--- config.mk ---
export PLATFORM = sky130hd
export DESIGN_NAME = alu
export DESIGN_NICKNAME = d
export VERILOG_FILES = /design/src/rtl/alu.sv
export SDC_FILE = /design/constraint.sdc
export NUM_CORES = 1
export LEC_CHECK = 0
export CORE_MARGIN = 2
export CORE_UTILIZATION = 42
export DETAILED_ROUTE_END_ITERATION = 7
export PLACE_DENSITY_LB_ADDON = 0.12
export SETUP_SLACK_MARGIN = 0.15
export SLEW_MARGIN = 20
export SYNTH_ARGS = -nofsm -noshare
export SYNTH_HDL_FRONTEND = slang
export SYNTH_SLANG_ARGS = --single-unit
--- constraint.sdc ---
create_clock -name clk -period 0.8 [get_ports clk]
set_input_delay 0.08 -clock clk [delete_from_list [all_inputs] [get_ports clk]]
set_output_delay 0.08 -clock clk [all_outputs]
set_load 0.02 [all_outputs]
--- src/rtl/alu.sv ---
// ---------------------------------------------------------------------------
// alu -- registered two-operand arithmetic/logic unit
//
// Purpose:
//   Performs one of four operations on each rising clock edge and registers
//   the outcome, giving a fixed latency of one cycle with a new operation
//   accepted every cycle.
//     opcode 00 ADD : result = a + b, carry = unsigned carry out,
//                     overflow = two's complement overflow
//     opcode 01 SUB : result = a - b, carry = borrow (a < b unsigned),
//                     overflow = two's complement overflow
//     opcode 10 MUL : product = unsigned a * b (full width),
//                     result = low half, overflow = high half nonzero
//     opcode 11 AND : result = a & b, flags cleared
//   Except for MUL, product is result zero-extended to 2*WIDTH bits.
//
// Configuration:
//   ALU_MUL_EN  when defined, opcode 10 performs the multiply. When
//               undefined no multiplier exists and opcode 10 yields all
//               outputs 0.
//
// Ports:
//   clk       in   1          clock, rising edge active
//   rst       in   1          asynchronous active-high reset
//   a         in   WIDTH      operand A
//   b         in   WIDTH      operand B
//   opcode    in   2          operation select
//   carry     out  1          registered carry/borrow flag
//   overflow  out  1          registered signed/multiply overflow flag
//   result    out  WIDTH      registered primary result
//   product   out  2*WIDTH    registered full-width result
// ---------------------------------------------------------------------------
module alu #(
  parameter int WIDTH = 8
) (
  input  logic                 clk,
  input  logic                 rst,
  input  logic [WIDTH-1:0]     a,
  input  logic [WIDTH-1:0]     b,
  input  logic [1:0]           opcode,
  output logic                 carry,
  output logic                 overflow,
  output logic [WIDTH-1:0]     result,
  output logic [2*WIDTH-1:0]   product
);

  localparam logic [1:0] OP_ADD = 2'b00;
  localparam logic [1:0] OP_SUB = 2'b01;
  localparam logic [1:0] OP_MUL = 2'b10;
  localparam logic [1:0] OP_AND = 2'b11;

  // One extra bit on sum/difference exposes carry-out and borrow directly.
  logic [WIDTH:0]       sum;
  logic [WIDTH:0]       diff;

  logic                 next_carry;
  logic                 next_overflow;
  logic [WIDTH-1:0]     next_result;
  logic [2*WIDTH-1:0]   next_product;

  assign sum  = {1'b0, a} + {1'b0, b};
  assign diff = {1'b0, a} - {1'b0, b};

`ifdef ALU_MUL_EN
  // Zero-extend before multiplying so the full 2*WIDTH product is kept.
  logic [2*WIDTH-1:0]   mul_full;
  assign mul_full = {{WIDTH{1'b0}}, a} * {{WIDTH{1'b0}}, b};
`endif

  always_comb begin
    next_carry    = 1'b0;
    next_overflow = 1'b0;
    next_result   = '0;
    next_product  = '0;
    case (opcode)
      OP_ADD: begin
        next_result   = sum[WIDTH-1:0];
        next_carry    = sum[WIDTH];
        next_overflow = (a[WIDTH-1] == b[WIDTH-1]) &&
                        (sum[WIDTH-1] != a[WIDTH-1]);
        next_product  = {{WIDTH{1'b0}}, sum[WIDTH-1:0]};
      end
      OP_SUB: begin
        // The borrow bit of the widened difference is set exactly when a < b.
        next_result   = diff[WIDTH-1:0];
        next_carry    = diff[WIDTH];
        next_overflow = (a[WIDTH-1] != b[WIDTH-1]) &&
                        (diff[WIDTH-1] != a[WIDTH-1]);
        next_product  = {{WIDTH{1'b0}}, diff[WIDTH-1:0]};
      end
      OP_MUL: begin
`ifdef ALU_MUL_EN
        next_product  = mul_full;
        next_result   = mul_full[WIDTH-1:0];
        next_overflow = |mul_full[2*WIDTH-1:WIDTH];
`else
        next_product  = '0;
        next_result   = '0;
        next_overflow = 1'b0;
`endif
      end
      OP_AND: begin
        next_result   = a & b;
        next_product  = {{WIDTH{1'b0}}, a & b};
      end
      default: begin
        next_result   = '0;
      end
    endcase
  end

  // Output registers; reset clears them immediately, independent of clk.
  always_ff @(posedge clk or posedge rst) begin
    if (rst) begin
      carry    <= 1'b0;
      overflow <= 1'b0;
      result   <= '0;
      product  <= '0;
    end else begin
      carry    <= next_carry;
      overflow <= next_overflow;
      result   <= next_result;
      product  <= next_product;
    end
  end

endmodule

==> summary.md <==
| Metric | Value |
|---|---|
| Clock slew seen by the registers of the worst setup and hold paths | `0.07 ns` |
| Die boundary height | `58.3 um` |
| Final critical-path setup slack | `-1.05 ns` |
| Final Hold Violating Endpoints | `0` |
| # fillers | `172` |
| Worst-path maximum fanout | `3` |
| Post-DR wirelength/cell | `16.7 um` |
| Max-capacitance violation count | `0` |
| Commonest register cell after synthesis | `sky130_fd_sc_hd__dfrtp_1` |
| Largest net degree at the start of global routing | `15` |
| Clock sink count | `10` |
| Maximum buffer depth of the clock tree | `2` |
| Number of enable flip-flop cells after synthesis | `0` |
| Violations in the final reports | `setup timing` |
| Area leader, netlist | `sky130_fd_sc_hd__dfrtp_1` |
| Highest clock rate | `0.541 GHz` |
| Synth Area in Compound Gates | `21.2%` |
| Initial antenna violation count | `0` |
| Proportion of register bits with asynchronous set or reset after synthesis | `100%` |
| Fraction of power consumed by combinational cells | `63.9%` |
| Synth Area in Simple Gates | `14.5%` |
| Critical path capture point type | `register` |
| Path type of the worst setup path | `in -> reg` |
| Switching share of total power | `38.7%` |
| Slowest library cell on the worst path | `sky130_fd_sc_hd__a211oi_1` |
| Main combinational cell family by area after synthesis | `compound AO/OA/AOI/OAI gates` |
| Standby leakage power | `1.06 nW` |
| Cts bufs inserted | `3` |
| Setup repair after global routing missed its margin | `yes` |
| Placement row count | `19` |
| Number of top-level design ports | `46` |
| Number of buffers added to fix hold violations after cts | `0` |
| Relative slew slack | `62.5%` |
| Post-detailed-routing wire length | `4280 um` |
| Std-Cell Core Area | `2780 um^2` |
| Adder-cell share of the synthesized area | `19.4%` |
| Horizontal die dimension | `58.3 um` |
| Cell Area, Placed | `1960 um^2` |
| Mean area per synthesized cell | `8.21 um^2` |
| Share of layout cells above drive strength 1 | `57.8%` |
| Post-route ant nets | `0` |
| Routed via count | `1386` |
| Number of global-route vias before repair | `1314` |
| Setup TNS | `-8.05 ns` |
| Post-route DRC | `0` |
| Total design power | `2.74 mW` |
| Arrival time of the worst setup path | `2.02 ns` |
| Time the worst path needs with I/O delays and setup | `1.85 ns` |
| Status | `complete, but fails checks` |
| Final critical-path share of the clock period | `231%` |
| Largest delay share family, worst path | `compound AO/OA/AOI/OAI gates` |
| Crit path from | `a[3]` |
| Post-synth top cells | `sky130_fd_sc_hd__buf_4, sky130_fd_sc_hd__ha_1, sky130_fd_sc_hd__inv_1` |
| Starting utilization of the core area | `44.6%` |
| IO Port Bufs | `37` |
| Starting DRT DRC Count | `44` |
| Synthesized cell area | `1240 um^2` |
| First-pass iteration count of the detailed router | `4` |
| Final-report max-slew violation count | `0` |
| Clock share of power | `12.9%` |
| Kind of launch point of the worst setup path | `input port` |
| Unique masters post-synth | `40` |
| DIE AREA | `3400 um^2` |
| Clock root buffer master | `sky130_fd_sc_hd__clkbuf_4` |
| Final std cell area, no fill | `2320 um^2` |
| Sequential share of the synthesized area | `20.2%` |
| Remaining global-route overflow | `0` |
| Number of synthesized register bits | `10` |
| Delay of the slowest critical-path stage | `0.52 ns` |
| Path category of the worst min-delay check | `in -> async` |
| Proportion of synthesized area in mux cells | `1.61%` |
| Placed wire-length estimate after detailed placement | `2620 um` |
| Via-per-instance ratio | `5.41` |
| H-tree levels | `1` |
| Power density normalized to cell area | `1180 nW/um^2` |
| Internal power component | `1.68 mW` |
| Layout net count | `264` |
| Dominant cells by area after synthesis | `sky130_fd_sc_hd__dfrtp_1, sky130_fd_sc_hd__ha_1, sky130_fd_sc_hd__buf_4` |
| Share of power burned in registers | `23.2%` |
| Post-Synth XOR/XNOR Area | `4.94%` |
| Total buffers and inverters traversed by the critical path | `2` |
| Proportion of netlist area held by the largest area contributor | `20.2%` |
| Transition time at the pin with the least slew margin | `0.560 ns` |
| Worst Path Required | `0.97 ns` |
| CP Cell Sequence | `dlygate4sd2_1 -> buf_4 -> ha_1 -> nor2_1 -> o21ai_4 -> a211oi_1 -> a311oi_2 -> xor2_1 -> o21ai_1` |
| TritonCTS clock tree | `yes` |
| Post-Synthesis Cells | `151` |
| Peak supply drop | `1.37 mV` |
| Diodes inserted | `0` |
| NetSw | `1.06 mW` |
| Global-route usage over all layers | `20.5%` |
| Layout overhead on the synthesized area | `87.3%` |
| First-pass GRT wire length | `5580 um` |
| Yosys warnings | `0` |
| Placer Congestion | `0.830` |
| Number of failing setup endpoints in the final timing report | `27` |
state kept, by name, indices dropped and copies added (netlist names):
| signal | cells |
|---|---|
| carry | 1 |
| product | 8 |
| overflow | 1 |
cell families after synthesis:
family | after synthesis
fa+ha+maj | 18
mux | 2
other cells | 1
compound gates | 39
buf+inv | 40
xor+xnor | 7
flops | 10
simple gates | 34
cell usage in the layout, fill, tap and decap left out, types with 2 or more instances in the layout:
cell type / Yosys / routed
sky130_fd_sc_hd__o21ai_0: 10 / 2
sky130_fd_sc_hd__o21a_1: 3 / 3
sky130_fd_sc_hd__dfrtp_2: 0 / 7
sky130_fd_sc_hd__a21oi_1: 9 / 5
sky130_fd_sc_hd__a311oi_2: 0 / 2
sky130_fd_sc_hd__clkbuf_4: 0 / 3
sky130_fd_sc_hd__nand2_1: 3 / 3
sky130_fd_sc_hd__conb_1: 1 / 8
sky130_fd_sc_hd__xor2_1: 4 / 4
sky130_fd_sc_hd__xnor2_1: 3 / 2
sky130_fd_sc_hd__o31ai_2: 0 / 2
sky130_fd_sc_hd__nor2b_1: 4 / 2
sky130_fd_sc_hd__buf_4: 16 / 34
sky130_fd_sc_hd__inv_12: 0 / 2
sky130_fd_sc_hd__fa_2: 0 / 2
sky130_fd_sc_hd__clkdlybuf4s50_1: 0 / 3
sky130_fd_sc_hd__a21oi_2: 0 / 4
sky130_fd_sc_hd__inv_2: 0 / 6
sky130_fd_sc_hd__dlygate4sd2_1: 0 / 9
sky130_fd_sc_hd__mux2i_1: 2 / 2
sky130_fd_sc_hd__dfrtp_1: 10 / 3
sky130_fd_sc_hd__o21ai_1: 3 / 8
sky130_fd_sc_hd__buf_6: 1 / 33
sky130_fd_sc_hd__nor2_1: 9 / 7
sky130_fd_sc_hd__buf_12: 0 / 3
sky130_fd_sc_hd__ha_1: 16 / 6
sky130_fd_sc_hd__ha_4: 0 / 8
sky130_fd_sc_hd__nand3_1: 7 / 6
sky130_fd_sc_hd__buf_8: 0 / 2
sky130_fd_sc_hd__ha_2: 0 / 2
sky130_fd_sc_hd__inv_1: 16 / 8
sky130_fd_sc_hd__o21ai_2: 0 / 2
sky130_fd_sc_hd__nand2b_1: 3 / 3
area by class of cell:
type	instances	area (um^2)	share of cell area (%)
clock buffer	4	26.3	1.13
timing repair buffer	87	852	36.7
tap	31	38.8	1.67
inverter	16	85.1	3.66
sequential	10	259	11.2
multi-input combinational	108	1060	45.7
power groups by stage:
stage,combinational (mW),sequential [mW],clock (mW)
after global placement,1.37,0.613,0
after detailed placement,1.41,0.623,0
after global routing,1.85,0.647,0.388
after CTS,1.56,0.639,0.355
after floorplan,0.787,0.713,0
final,1.75,0.637,0.354
layer usage:
metal | vias up | wire (um) | share of wire (%) | GRT usage (%)
met5 | - | 0 | 0 | 0
met4 | 0 | 158 | 3.7 | 4.98
met3 | 11 | 230 | 5.4 | 2.20
met2 | 67 | 2300 | 54 | 39.0
met1 | 667 | 1590 | 37 | 24.3
li1 | 641 | - | - | -
timing repair:
action / in CTS / in global routing
setup endpoints to repair: 28 / 28
pin swaps: 34 / 16
resized for setup: 180 / 19
buffers inserted: 1 / 9
through the flow:
stage               hold slack [ns]  setup slack, ns  std cells  utilization [%]
finish                       0.0894            -1.05        256             83.5
global route                  0.111            -1.08        256             83.5
CTS                          0.0982           -0.847        247             77.4
detailed placement            0.373            -1.60        242             70.4
global placement              0.369            -1.56        242             70.4
floorplan                   -0.0803           -0.851        158                -
worst max-delay path by stage:
stage / end / slack (ns) / cells past startpoint
after floorplan: product[5]$_DFF_PP0_ / -0.85 / 9
after global placement: product[6]$_DFF_PP0_ / -1.56 / 11
after detailed placement: carry$_DFF_PP0_ / -1.60 / 10
after CTS: carry$_DFF_PP0_ / -0.85 / 10
after global routing: product[6]$_DFF_PP0_ / -1.08 / 11
final: product[6]$_DFF_PP0_ / -1.05 / 9
Note: power is estimated with default switching activity, not from simulation.
